--- src/rtl/view_datapath.sv ---
// Board-view datapath: steps through the 8x8 cells and the 28x28 pixels of each
// cell, looks up the cell's piece and emits one VGA plot (x, y, colour) per pixel.
module view_datapath #(
    parameter int unsigned BOX    = 28,
    parameter int unsigned ORIGIN = 8,
    parameter logic [2:0]  LIGHT  = 3'b110,
    parameter logic [2:0]  DARK   = 3'b010
) (
    input  logic       clk,
    input  logic       reset,
    input  logic       ld_xy,
    input  logic       enable_count,
    input  logic       ld_colour,
    input  logic       update_viewXY,
    input  logic       clear_viewXY,
    input  logic       select,
    input  logic       now_player_white,
    input  logic [2:0] cur_x,
    input  logic [2:0] cur_y,
    input  logic [1:0] board_data,
    output logic [5:0] board_addr,
    output logic [8:0] x,
    output logic [7:0] y,
    output logic [2:0] colour,
    output logic       plot,
    output logic       clear_count,
    output logic       complete
);

    localparam logic [4:0]  LAST_PIX = 5'(BOX - 1);
    localparam logic [10:0] CENTRE2  = 11'(BOX - 1);
    localparam logic [10:0] DISC_R2  = 11'd484;

    logic [2:0] view_x_q, view_x_d, view_y_q, view_y_d;
    logic [4:0] px_q, px_d, py_q, py_d;
    logic [4:0] hold_px_q, hold_px_d, hold_py_q, hold_py_d;
    logic [8:0] base_x_q, base_x_d;
    logic [7:0] base_y_q, base_y_d;
    logic [1:0] piece_q, piece_d;
    logic [8:0] x_q, x_d;
    logic [7:0] y_q, y_d;
    logic [2:0] colour_q, colour_d;
    logic       plot_q, plot_d;
    logic       clear_count_q, clear_count_d;

    // Distance from the cell centre in half-pixels: |2p - 27|.
    function automatic logic [10:0] centre_dist(input logic [4:0] p);
        logic [10:0] two_p;
        two_p = {5'd0, p, 1'b0};
        return (two_p >= CENTRE2) ? (two_p - CENTRE2) : (CENTRE2 - two_p);
    endfunction

    function automatic logic on_frame(input logic [4:0] p);
        return (p == 5'd0) || (p == 5'd1) || (p == LAST_PIX - 5'd1) || (p == LAST_PIX);
    endfunction

    function automatic logic [2:0] pixel_colour(
        input logic [2:0] vx,
        input logic [2:0] vy,
        input logic [4:0] hx,
        input logic [4:0] hy,
        input logic [1:0] pc,
        input logic       cursor_cell,
        input logic       sel,
        input logic       white_to_move
    );
        logic [10:0] dx;
        logic [10:0] dy;
        logic [10:0] dist2;
        dx    = centre_dist(hx);
        dy    = centre_dist(hy);
        dist2 = dx * dx + dy * dy;
        if (cursor_cell && sel && (on_frame(hx) || on_frame(hy)))
            return white_to_move ? 3'b001 : 3'b100;
        else if ((pc == 2'b01 || pc == 2'b10) && dist2 <= DISC_R2)
            return (pc == 2'b01) ? 3'b000 : 3'b111;
        else
            return (vx[0] ^ vy[0]) ? DARK : LIGHT;
    endfunction

    always_comb begin
        view_x_d      = view_x_q;
        view_y_d      = view_y_q;
        px_d          = px_q;
        py_d          = py_q;
        hold_px_d     = hold_px_q;
        hold_py_d     = hold_py_q;
        base_x_d      = base_x_q;
        base_y_d      = base_y_q;
        piece_d       = piece_q;
        x_d           = x_q;
        y_d           = y_q;
        colour_d      = colour_q;
        plot_d        = 1'b0;
        clear_count_d = clear_count_q;

        if (clear_viewXY) begin
            view_x_d      = 3'd0;
            view_y_d      = 3'd0;
            px_d          = 5'd0;
            py_d          = 5'd0;
            clear_count_d = 1'b0;
        end else begin
            if (update_viewXY) begin
                view_x_d = view_x_q + 3'd1;
                if (view_x_q == 3'd7)
                    view_y_d = view_y_q + 3'd1;
            end

            if (ld_xy) begin
                base_x_d      = 9'(ORIGIN) + 9'(view_x_q) * 9'(BOX);
                base_y_d      = 8'(ORIGIN) + 8'(view_y_q) * 8'(BOX);
                px_d          = 5'd0;
                py_d          = 5'd0;
                clear_count_d = 1'b0;
                piece_d       = board_data;
            end else if (enable_count && !clear_count_q) begin
                x_d       = base_x_q + {4'd0, px_q};
                y_d       = base_y_q + {3'd0, py_q};
                hold_px_d = px_q;
                hold_py_d = py_q;
                // The counter parks on the last pixel so x/y stay put until the next ld_xy.
                if (px_q == LAST_PIX) begin
                    if (py_q == LAST_PIX) begin
                        clear_count_d = 1'b1;
                    end else begin
                        px_d = 5'd0;
                        py_d = py_q + 5'd1;
                    end
                end else begin
                    px_d = px_q + 5'd1;
                end
            end

            if (ld_colour) begin
                colour_d = pixel_colour(view_x_q, view_y_q, hold_px_q, hold_py_q, piece_q,
                                        (view_x_q == cur_x) && (view_y_q == cur_y),
                                        select, now_player_white);
                plot_d   = 1'b1;
            end
        end
    end

    always_ff @(posedge clk or posedge reset) begin
        if (reset) begin
            view_x_q      <= 3'd0;
            view_y_q      <= 3'd0;
            px_q          <= 5'd0;
            py_q          <= 5'd0;
            hold_px_q     <= 5'd0;
            hold_py_q     <= 5'd0;
            base_x_q      <= 9'd0;
            base_y_q      <= 8'd0;
            piece_q       <= 2'b00;
            x_q           <= 9'd0;
            y_q           <= 8'd0;
            colour_q      <= 3'd0;
            plot_q        <= 1'b0;
            clear_count_q <= 1'b0;
        end else begin
            view_x_q      <= view_x_d;
            view_y_q      <= view_y_d;
            px_q          <= px_d;
            py_q          <= py_d;
            hold_px_q     <= hold_px_d;
            hold_py_q     <= hold_py_d;
            base_x_q      <= base_x_d;
            base_y_q      <= base_y_d;
            piece_q       <= piece_d;
            x_q           <= x_d;
            y_q           <= y_d;
            colour_q      <= colour_d;
            plot_q        <= plot_d;
            clear_count_q <= clear_count_d;
        end
    end

    assign board_addr  = {view_y_q, view_x_q};
    assign x           = x_q;
    assign y           = y_q;
    assign colour      = colour_q;
    assign plot        = plot_q;
    assign clear_count = clear_count_q;
    assign complete    = update_viewXY && (view_x_q == 3'd7) && (view_y_q == 3'd7);

endmodule

--- config.mk ---
export PLATFORM = sky130hd
export DESIGN_NAME = view_datapath
export DESIGN_NICKNAME = d
export VERILOG_FILES = /design/src/rtl/view_datapath.sv
export SDC_FILE = /design/constraint.sdc
export NUM_CORES = 1
export LEC_CHECK = 0
export CAP_MARGIN = 20
export CORE_AREA = 4 4 111 155
export CTS_CLUSTER_SIZE = 20
export DETAILED_ROUTE_END_ITERATION = 10
export DIE_AREA = 0 0 115 159
export PLACE_DENSITY = 0.61
export SYNTH_ARGS = -nofsm -noshare
export SYNTH_HDL_FRONTEND = slang
export SYNTH_SLANG_ARGS = --single-unit
export TNS_END_PERCENT = 50
--- constraint.sdc ---
create_clock -name clk -period 8.6 [get_ports clk]
set_input_delay 0.86 -clock clk [delete_from_list [all_inputs] [get_ports clk]]
set_output_delay 0.86 -clock clk [all_outputs]
set_load 0.02 [all_outputs]
==> results by stage <==
Clocking:
- Clock-pin slew was measured on the worst setup and hold paths at 0.05 ns.
- The hold buffer count at cts is 0.
- The clock sink count is 59.
- The total setup buffers inserted after CTS is 0.
- The number of buffers inserted during clock tree synthesis is 9.
- The count of cells resized by post-cts repair is 0.
- The clock tree from TritonCTS is done.
- The clock tree root driver cell is clkbuf_16.
- For the worst-skew pair, the clock arrives at the later sink with an insertion delay of 0.32 ns.
- The maximum buffer depth of the clock tree is 2.
- The CTS H-tree depth is 3.

Run:
- Across the run, the number of max-cap violations was 0.

Place:
- In this run the tool buffered the top-level ports with 45 buffer cells.
- The placed cell count is 904.
- The half-perimeter wire length after detailed placement is 10400 um.
- The final weighted congestion of routability-driven global placement is 0.833.

Hold path:
- The kind of path behind the tightest hold check is reg2reg.

Logic synthesis:
- The average footprint of a synthesized cell is 9.16 sq um.
- The total of flip-flops plus latches after synthesis is 59.
- The commonest cells after synthesis are 121 x inv_1, 82 x nand2_1, 73 x ha_1.
- Among all flip-flop cells after synthesis, the most frequent one is dfrtp_1.
- The async set-or-reset flop fraction in the synthesized netlist is 1.00.
- During synthesis, Yosys emitted a total of 0 warnings.
- dfrtp_1 takes more of the synthesized area than any other cell.
- The area share of the leading cell type in the synthesized netlist is 0.237.
- The cell area that synthesis handed to floorplanning was 0.00624 sq mm.
- In this run, synthesis inferred 0 flip-flops with an integrated enable.
- The most frequent cell after synthesis is inv_1.
- The sequential share of the synthesized area is 0.237.
- The number of distinct library cells after synthesis is 52.
- The cell count after synthesis came out at 681.
- Ranked by total cell area, the synthesized netlist is headed by dfrtp_1 24%, fa_1 21%, ha_1 15%.

STA:
- The maximum clock frequency is 0.142 GHz.
- Measured against its own limit, the worst slew margin works out to 0.412.
- The minimum clock period after layout is 7.05 ns.
- The final setup TNS is 0 ns.
- The number of endpoints with negative hold slack in the final report is 0.
- The clock skew is 0.00394 ns.
- Setup repair after global routing left no endpoint under its margin.
- The final max-slew violation count came to 0.
- Of the available clock period, the critical path in the final layout requires 0.820.
- The final count of negative-setup-slack endpoints is 0.
- The transition time at the pin with the least slew margin is 0.883 ns.

Detailed routing:
- The number of DRC violations after detailed routing is 0.
- The count of nets left with antenna violations once routing finished came out at 0.
- The number of DRC markers after the initial detailed-route iteration is 125.
- The detail-routed net length per standard cell is 13.4 um.
- The number of vias per cell after detailed routing is 4.82.
- Across all layers, the routed design uses 4428 vias.
- For this block, the routed nets add up to 12300 um of wire.
- Before antenna repair, the detailed router went through 4 iterations.

Floorplanning:
- The chip height is 159 um.
- The width of the chip is 115 um.
- The top-level I/O count is 46.
- The core outline area is 0.0157 sq mm.
- The number of cell rows is 54.
- The die footprint is 0.0183 sq mm.
- The initial utilization of the core area, before any placement, comes to 0.398.

GRT:
- The number of global-route vias before repair is 4794.
- Entering global routing, the biggest net connects 60 pins.
- The initial antenna violation count was 0.
- The first global-routing pass estimated 22100 um of wire.
- The global routing usage summed across all routing layers is 0.147.
- The aggregate global routing overflow is 0.

Worst setup path:
- The critical path required time is 8.86 ns.
- The standard cell with the maximum stage delay on the critical path is a31oi_1.
- STA classifies the critical path startpoint as a flip-flop.
- The largest fanout on the critical path is 9.
- Traced cell by cell, the critical path runs through a31oi_1 > xor2_1 > inv_1 > nor2_1 > fa_1 > fa_1 > inv_1 > fa_1 > fa_1 > fa_1 > inv_1 > fa_1 > inv_1 > fa_1 > xor2_1 > xnor2_1 > xnor2_1 > xnor2_1 > xnor2_1 > xnor2_1 > a2111oi_1 > nand3b_1.
- In this design, the stage delay of the slowest critical-path cell is 0.61 ns.
- The start-to-end type of the worst setup path is reg2reg.
- Counting stages on the worst path, the most repeated cell is fa_1.
- STA classifies the critical path endpoint as a flip-flop.
- The critical path data arrival time is 7.31 ns.

Pwr:
- The static leakage is 3.59 nW.
- The portion of total power attributed to combinational logic is 0.684.
- The internal power of the cells is 1.16 mW.
- The net load switching power is 921 uW.
- The sequential power share is 0.158.
- The highest ir drop seen on vdd is 0.274 mV.
- Dividing total power by cell area gives a power density of 292 mW/mm^2.
- The switching share of power is 0.443.
- Of the total power, the clock network draws 0.158.

Finish:
- The area growth from synthesis to layout is 14.1%.
- The post-route non-filler standard cell count is 919.
- At the end of the flow, the number of nets in the layout was 873.
- Summing all flip-flop and latch instances after layout gives 0.00148 sq mm.
- The share of cells above drive strength 1 is 0.0373.
- The area used by multi-input combinational logic is 0.00420 sq mm.
- The layout has 1567 filler cells.
- 0 antenna diodes ended up in the layout.

Outcome:
- The run finished with clean final reports.
critical path, delay by kind of cell, from the launching register on:
| kind | cells | cell delay [ns] |
|---|---|---|
| adders and majority gates | 7 | 3.49 |
| xor gates and xnor gates | 7 | 1.46 |
| AOI/OAI and AO/OA | 2 | 0.95 |
| DFF | 1 | 0.46 |
| and+or+nand+nor | 2 | 0.33 |
| buffers and inverters | 4 | 0.30 |
registers in the layout (all words and copies together) (netlist names):
name,count
piece_q,2
hold_py_q,5
base_x_q,7
hold_px_q,5
py_q,5
base_y_q,6
view_y_q,3
clear_count,1
view_x_q,3
x,7
y,6
plot,1
px_q,5
colour,3
power groups by stage:
| stage | Clock [mW] | Sequential, mW | Combinational [mW] |
|---|---|---|---|
| floorplan | 0 | 0.344 | 1.11 |
| global placement | 0 | 0.333 | 1.41 |
| detailed placement | 0 | 0.334 | 1.44 |
| CTS | 0.338 | 0.330 | 1.45 |
| global route | 0.351 | 0.334 | 1.66 |
| finish | 0.329 | 0.329 | 1.42 |
routing by layer:
| layer | wire length [um] | vias up | GRT usage |
|---|---|---|---|
| li1 | - | 2214 | - |
| met1 | 4890 | 2141 | 0.171 |
| met2 | 6810 | 57 | 0.274 |
| met3 | 285 | 16 | 0.0163 |
| met4 | 306 | 0 | 0.0513 |
| met5 | 0 | - | 0 |
worst paths after layout:
path | end | slack (ns) | from | depth (start not counted)
setup / recovery | colour[2] | 1.55 | hold_py_q[1] | 22
hold / removal | y[3] | 0.47 | y[3] | 2
setup reg to reg | colour[2] | 1.55 | hold_py_q[1] | 22
hold reg to reg | y[3] | 0.47 | y[3] | 2
max in group asynchronous | py_q[3] | 7.04 | reset | 3
min in group asynchronous | plot | 1.06 | reset | 3
final cells by class:
class / instances / area share
Multi-Input combinational cell: 482 / 0.591
Inverter: 121 / 0.0638
Sequential cell: 59 / 0.207
Tap cell: 196 / 0.0345
Clock inverter: 2 / 0.00141
Timing Repair Buffer: 46 / 0.0643
Clock buffer: 13 / 0.0380
stage by stage:
stage,utilization,cell area (sq um),hold slack [ns],worst slack (ns),power [mW]
floorplan,-,6240,0.454,2.09,1.45
global placement,0.436,6840,0.464,1.67,1.75
detailed placement,0.436,6840,0.472,1.52,1.77
CTS,0.454,7120,0.483,1.47,2.12
global route,0.454,7120,0.509,1.07,2.34
finish,0.454,7120,0.474,1.55,2.08
placed cells by master, fill, tap and decap left out, types with 3 or more instances in the layout:
cell type	count
nor2_1	41
clkdlybuf4s50_1	45
xnor2_1	36
nand4_1	6
ha_1	73
a21o_1	7
a31oi_1	4
nor2b_1	8
conb_1	4
nand2b_1	11
nor3_1	3
clkbuf_8	3
xor2_1	21
dfrtp_1	59
mux2i_1	8
and2_1	5
mux2_2	4
o21ai_0	43
inv_1	120
nand3_1	13
clkbuf_16	9
nand2_1	82
or2_2	3
fa_1	64
a21oi_1	17
logic make-up after synthesis:
logic type	share of synthesized area
compound gates	0.0823
buf+inv	0.0903
fa+ha+maj	0.352
other cells	0.00120
flops	0.237
mux	0.0201
simple gates	0.135
xor+xnor	0.0827
Power figures use the tool's default switching activity.
